[config.mk]
export PLATFORM = sky130hd
export DESIGN_NAME = mem_ctrl_seq
export DESIGN_NICKNAME = d
export VERILOG_FILES = /design/src/rtl/mem_ctrl_seq.sv
export SDC_FILE = /design/constraint.sdc
export NUM_CORES = 1
export LEC_CHECK = 0
export BUFFER_PORTS_ARGS = -buffer_cell sky130_fd_sc_hd__clkbuf_2
export CORE_UTILIZATION = 53
export CTS_CLUSTER_SIZE = 16
export DETAILED_ROUTE_END_ITERATION = 12
export GPL_ROUTABILITY_DRIVEN = 0
export GPL_TIMING_DRIVEN = 1
export PLACE_DENSITY = 0.77
export SLEW_MARGIN = 20
export SYNTH_ARGS = -nofsm -noshare
export SYNTH_HDL_FRONTEND = slang
export SYNTH_SLANG_ARGS = --single-unit
export TNS_END_PERCENT = 1
[constraint.sdc]
create_clock -name clk -period 5.3 [get_ports clk]
set_input_delay 1.06 -clock clk [delete_from_list [all_inputs] [get_ports clk]]
set_output_delay 1.06 -clock clk [all_outputs]
set_load 0.005 [all_outputs]
[src/rtl/mem_ctrl_seq.sv]
// mem_ctrl_seq: per batch, pulses core_start, waits for a rising all-ops-ended flag, snapshots core results, writes them to memory one word at a time.
// Latency: start -> core_start 1 cycle; flag edge -> first mem_wr 1 cycle; done 2 cycles after the last mem_ack.
// Backpressure: mem_wr/mem_addr/mem_wdata hold until mem_ack. Optional WAIT_END watchdog via `define MEM_CTRL_SEQ_TIMEOUT_EN.
module mem_ctrl_seq #(
  parameter int NUM_CORES      = 4,
  parameter int DATA_W         = 16,
  parameter int ADDR_W         = 8,
  parameter int BASE_ADDR      = 0,
  parameter int NUM_BATCHES    = 4,
  parameter int TIMEOUT_CYCLES = 1000
) (
  input  logic                                                   clk,
  input  logic                                                   rst,
  input  logic                                                   start,
  input  logic                                                   state_ctrl_signal,
  input  logic [NUM_CORES*DATA_W-1:0]                            core_result,
  output logic                                                   core_start,
  output logic [ADDR_W-1:0]                                      mem_addr,
  output logic [DATA_W-1:0]                                      mem_wdata,
  output logic                                                   mem_wr,
  input  logic                                                   mem_ack,
  output logic [((NUM_BATCHES > 1) ? $clog2(NUM_BATCHES) : 1)-1:0] batch_idx,
  output logic                                                   busy,
  output logic                                                   done,
  output logic                                                   err
);

  localparam int BW = (NUM_BATCHES > 1) ? $clog2(NUM_BATCHES) : 1;
  localparam int CW = (NUM_CORES > 1) ? $clog2(NUM_CORES) : 1;

  // Degenerate parameter sets have no meaningful sequence; stop elaboration.
  if (NUM_CORES < 1 || NUM_BATCHES < 1 || TIMEOUT_CYCLES < 1) begin : g_bad_params
    $error("mem_ctrl_seq: NUM_CORES, NUM_BATCHES and TIMEOUT_CYCLES must be >= 1");
  end

  typedef enum logic [2:0] {
    S_IDLE, S_LAUNCH, S_WAIT_END, S_WRITE, S_NEXT, S_DONE
  } state_t;

  state_t              state, state_nxt;
  logic                flag_q, flag_rise, wd_expire;
  logic [CW-1:0]       core_idx, core_idx_d, core_inc;
  logic [BW-1:0]       batch_idx_d;
  logic [DATA_W-1:0]   snap [NUM_CORES];
  logic                snap_ld, last_core, last_batch;
  logic                core_start_d, busy_d, done_d, mem_wr_d;
  logic [ADDR_W-1:0]   mem_addr_d;
  logic [DATA_W-1:0]   mem_wdata_d;

  // Word address wraps naturally at ADDR_W bits.
  function automatic logic [ADDR_W-1:0] word_addr(input logic [BW-1:0] b, input logic [CW-1:0] c);
    return ADDR_W'(BASE_ADDR) + ADDR_W'(b) * ADDR_W'(NUM_CORES) + ADDR_W'(c);
  endfunction

  // Only a fresh low->high transition ends a batch; a flag left high never re-triggers.
  assign flag_rise  = state_ctrl_signal & ~flag_q;
  assign core_inc   = core_idx + CW'(1);
  assign last_core  = (core_idx == CW'(NUM_CORES - 1));
  assign last_batch = (batch_idx == BW'(NUM_BATCHES - 1));

`ifdef MEM_CTRL_SEQ_TIMEOUT_EN
  localparam int TW = $clog2(TIMEOUT_CYCLES + 1);
  logic [TW-1:0] wd_cnt;

  assign wd_expire = (state == S_WAIT_END) && !flag_rise && (wd_cnt == TW'(TIMEOUT_CYCLES - 1));

  // Watchdog counts WAIT_END cycles (held at 0 elsewhere); err is sticky until the next start.
  always_ff @(posedge clk) begin
    if (rst) begin
      wd_cnt <= '0;
      err    <= 1'b0;
    end else begin
      if (state != S_WAIT_END) wd_cnt <= '0;
      else if (!flag_rise)     wd_cnt <= wd_cnt + TW'(1);
      if (state == S_IDLE && start) err <= 1'b0;
      else if (wd_expire)           err <= 1'b1;
    end
  end
`else
  assign wd_expire = 1'b0;
  assign err       = 1'b0;
`endif

  // State register.
  always_ff @(posedge clk) begin
    if (rst) state <= S_IDLE;
    else     state <= state_nxt;
  end

  // Next-state decode.
  always_comb begin
    state_nxt = state;
    case (state)
      S_IDLE:     if (start) state_nxt = S_LAUNCH;
      S_LAUNCH:   state_nxt = S_WAIT_END;
      S_WAIT_END: if (flag_rise) state_nxt = S_WRITE;
                  else if (wd_expire) state_nxt = S_DONE;
      S_WRITE:    if (mem_ack && last_core) state_nxt = S_NEXT;
      S_NEXT:     state_nxt = last_batch ? S_DONE : S_LAUNCH;
      S_DONE:     state_nxt = S_IDLE;
      default:    state_nxt = S_IDLE;
    endcase
  end

  // Output/datapath decode: values computed here are registered on the next edge.
  always_comb begin
    core_start_d = (state_nxt == S_LAUNCH);
    busy_d       = (state_nxt != S_IDLE);
    done_d       = (state_nxt == S_DONE);
    mem_wr_d     = (state_nxt == S_WRITE);
    core_idx_d   = core_idx;
    batch_idx_d  = batch_idx;
    snap_ld      = 1'b0;
    mem_addr_d   = mem_addr;
    mem_wdata_d  = mem_wdata;
    case (state)
      S_IDLE: if (start) batch_idx_d = '0;
      S_WAIT_END: if (flag_rise) begin
        snap_ld     = 1'b1;
        core_idx_d  = '0;
        mem_addr_d  = word_addr(batch_idx, CW'(0));
        mem_wdata_d = core_result[DATA_W-1:0];
      end
      S_WRITE: if (mem_ack && !last_core) begin
        core_idx_d  = core_inc;
        mem_addr_d  = word_addr(batch_idx, core_inc);
        mem_wdata_d = snap[core_inc];
      end
      S_NEXT: if (!last_batch) batch_idx_d = batch_idx + BW'(1);
      default: ;
    endcase
    if (!mem_wr_d) begin
      mem_addr_d  = '0;
      mem_wdata_d = '0;
    end
  end

  // Registered outputs, indices, flag history and result snapshot.
  always_ff @(posedge clk) begin
    if (rst) begin
      core_start <= 1'b0;
      busy       <= 1'b0;
      done       <= 1'b0;
      mem_wr     <= 1'b0;
      mem_addr   <= '0;
      mem_wdata  <= '0;
      core_idx   <= '0;
      batch_idx  <= '0;
      flag_q     <= 1'b0;
      for (int k = 0; k < NUM_CORES; k++) snap[k] <= '0;
    end else begin
      core_start <= core_start_d;
      busy       <= busy_d;
      done       <= done_d;
      mem_wr     <= mem_wr_d;
      mem_addr   <= mem_addr_d;
      mem_wdata  <= mem_wdata_d;
      core_idx   <= core_idx_d;
      batch_idx  <= batch_idx_d;
      flag_q     <= state_ctrl_signal;
      if (snap_ld)
        for (int k = 0; k < NUM_CORES; k++) snap[k] <= core_result[k*DATA_W +: DATA_W];
    end
  end

endmodule

==> run_results.csv <==
group,metric,value,unit
critical_path,crit_path_max_fanout,33,
clocking,clk_latency,0.36,ns
critical_path,worst-setup-path-type,"input port to register",
die,start_util,55.9,%
critical_path,arrival,2.80,ns
sta,skew,0.0115,ns
grt,grt_usage,20.7,%
route,dr.pass1.iters,4,
clocking,htree_levels,3,
min_path,hold_start,"mem_addr[3]$_SDFFE_PP0P_",
grt,grt_start_max_net_pins,65,
clocking,cts_resized,0,
clocking,ctsRootBufferMaster,"clkbuf_8",
route,routedWlPerCell,15.5,um
synth,ys.flop_type,"edfxtp_1",
sta,fin_crit_sh,52.5,%
placed_design,port_buffers,94,
clocking,postCtsHoldBufs,0,
layout,fin_nets,478,
job,drv_cap,0,
placed_design,pre_cts_ws,2.11,ns
synth,synth-edff-count,64,
synth,synthAdderAreaFrac,0.605,%
route,vias,2673,
synth,seq_area_frac_synth,61.9,%
grt,grt_pass1_wl,12.8,mm
layout,final_cell_mix,"clkbuf_2 (94), and2_1 (64), edfxtp_1 (64)",
clocking,clock-sinks,96,
sta,rsz0062_at_grt,"false",
critical_path,critPathLaunchType,"input port",
sta,setup_viol,0,
grt,grt_overflow,0,
synth,synthesis.area,0.00414,mm2
sta,tightest_slew,1.07,ns
critical_path,rr_endpoint,"snap[3][8]$_SDFFCE_PN0P_",
critical_path,cp-end-kind,"register",
grt,antenna_found_initial,0,
placed_design,dp_hpwl,5.25,mm
placed_design,detailed_place.area,0.00466,mm2
critical_path,startpoint,"state_ctrl_signal",
power_and_ir_drop,p_leak,1.92,nW
route,viasPerCell,5.23,
layout,design_area,0.00484,mm2
critical_path,worstSetupEndpoint,"snap[3][8]$_SDFFCE_PN0P_",
synth,synth.avg_cell_area,13.1,um2
synth,ys_top_cells_by_area,"edfxtp_1 (46%), dfxtp_1 (15%), and2_1 (9.7%)",
layout,antenna_cells,0,
synth,synth_top_family_by_area,"simple AND/OR/NAND/NOR gates",
critical_path,cp_data_required_time,5.31,ns
clocking,cts_tree,"done",
synth,yosysWarnings,0,
route,ant_nets,0,
die,die_h,90.4,um
synth,synth_seq_cells,96,
synth,synthMuxAreaShare,8.98,%
sta,layout_setup_ws,2.52,ns
layout,final_common_cell,"clkbuf_2",
route,drt_wl_total,7.94,mm
layout,fin_util,65.4,%
clocking,numCtsBuffers,9,
sta,hold_ws,0.470,ns
layout,nFillCells,576,
layout,drive_above_1_share,35.2,%
synth,ys_types,39,
sta,finalHoldViolCount,0,
die,core,0.00741,mm2
power_and_ir_drop,vdd_drop_max,0.135,mV
critical_path,rrSetupSlack,2.81,ns
outcome,status,"finished clean",
synth,async_reset_ff_share,0,%
sta,fin_crit,2.78,ns
min_path,hold_class,"register to register",
synth,synth_compound_area_share,9.83,%
layout,area_delta_synth_final,17.0,%
sta,relSlewSlack,28.9,%
route,remaining_drc_errors,0,
die,die_x,90.4,um
clocking,post-cts-setup-buffers,0,
die,die_area,0.00816,mm2
sta,slew_viol_final,0,
critical_path,r2r_start,"state[1]$_SDFF_PP0_",
critical_path,reg2regPathDepth,3,
grt,grt_pass1_vias,2606,
clocking,clockBufferDepth,2,
die,rows,31,
clocking,clk_transition_reported_paths,0.09,ns
synth,yosys.area_share.simple,14.9,%
synth,yosysTopAreaCell,"edfxtp_1",
synth,synthCells,317,
synth,synth_xor_area_share,0,%
sta,fmax,0.359,GHz
die,io_pins,100,
sta,tns,0,ns
route,drt_iter0_markers,166,
power_and_ir_drop,powerDensity,287,mW/mm2
synth,synth_top_area_share,46.4,%
## synthesized netlist by cell type (2+ instances only)
cell type,n
a22oi_1,2
o21ai_1,8
edfxtp_1,64
nor3_1,2
inv_1,2
or3_1,2
o21ai_2,9
nand2_1,24
buf_2,3
nor2b_1,2
buf_4,7
clkbuf_1,11
a21oi_1,40
mux4_2,16
ha_1,2
nor2_1,6
and2_1,64
dfxtp_1,32
## routing by layer
metal | vias up | share of wire, % | global-route usage (%) | routed length (um)
li1 | 1316 | - | - | -
met1 | 1258 | 42 | 25.8 | 3310
met2 | 82 | 50 | 34.2 | 4010
met3 | 17 | 4.9 | 3.37 | 391
met4 | 0 | 2.9 | 11.8 | 229
met5 | - | 0 | 0 | 0
## worst min path at each step
stage / end / slack, ns / cells past startpoint
after floorplan: core_idx[1]$_SDFFE_PP0P_ / 0.44 / 2
after global placement: mem_addr[3]$_SDFFE_PP0P_ / 0.44 / 2
after detailed placement: mem_addr[3]$_SDFFE_PP0P_ / 0.45 / 2
after CTS: mem_addr[3]$_SDFFE_PP0P_ / 0.47 / 2
after global routing: core_idx[1]$_SDFFE_PP0P_ / 0.51 / 2
final: mem_addr[3]$_SDFFE_PP0P_ / 0.47 / 2
## state kept, by name, indices dropped and copies added, names as in the netlist, 2 cells and up
register	flops
snap	64
mem_wdata	16
mem_addr	4
state	3
batch_idx	2
core_idx	2
## layout make-up
type | instances | area, um2 | area share [%]
clock buffers | 12 | 155 | 3.20
well taps | 99 | 124 | 2.56
inverters | 3 | 16.3 | 0.336
multi-input cells | 199 | 1460 | 30.1
flip-flops and latches | 96 | 2560 | 52.9
clock inverters | 4 | 27.5 | 0.568
repair buffers | 98 | 500 | 10.3
## kinds of logic after synthesis
logic type                 after synthesis
buffers and inverters                   26
and+or+nand+nor                        108
muxes                                   17
adders and majority gates                2
DFF                                     96
AOI/OAI and AO/OA                       67
other                                    1
## through the flow
stage	std cells	power (W)
finish	511	0.00139
CTS	511	0.00140
detailed placement	495	0.000959
global placement	495	0.000955
floorplan	321	0.000919
global route	511	0.00144
## worst max-delay path, stage by stage
cell and delay (ns):
clkbuf_2 0.10, nand4bb_1 0.29, o21bai_4 0.82, buf_4 0.51
## where the power goes
| group | leakage (nW) | switching [W] | internal, W |
|---|---|---|---|
| clock network | 0.0929 | 0.000251 | 0.000197 |
| logic | 0.907 | 0.0000541 | 0.0000458 |
| registers | 0.924 | 0.0000120 | 0.000829 |
Power figures use the tool's default switching activity.
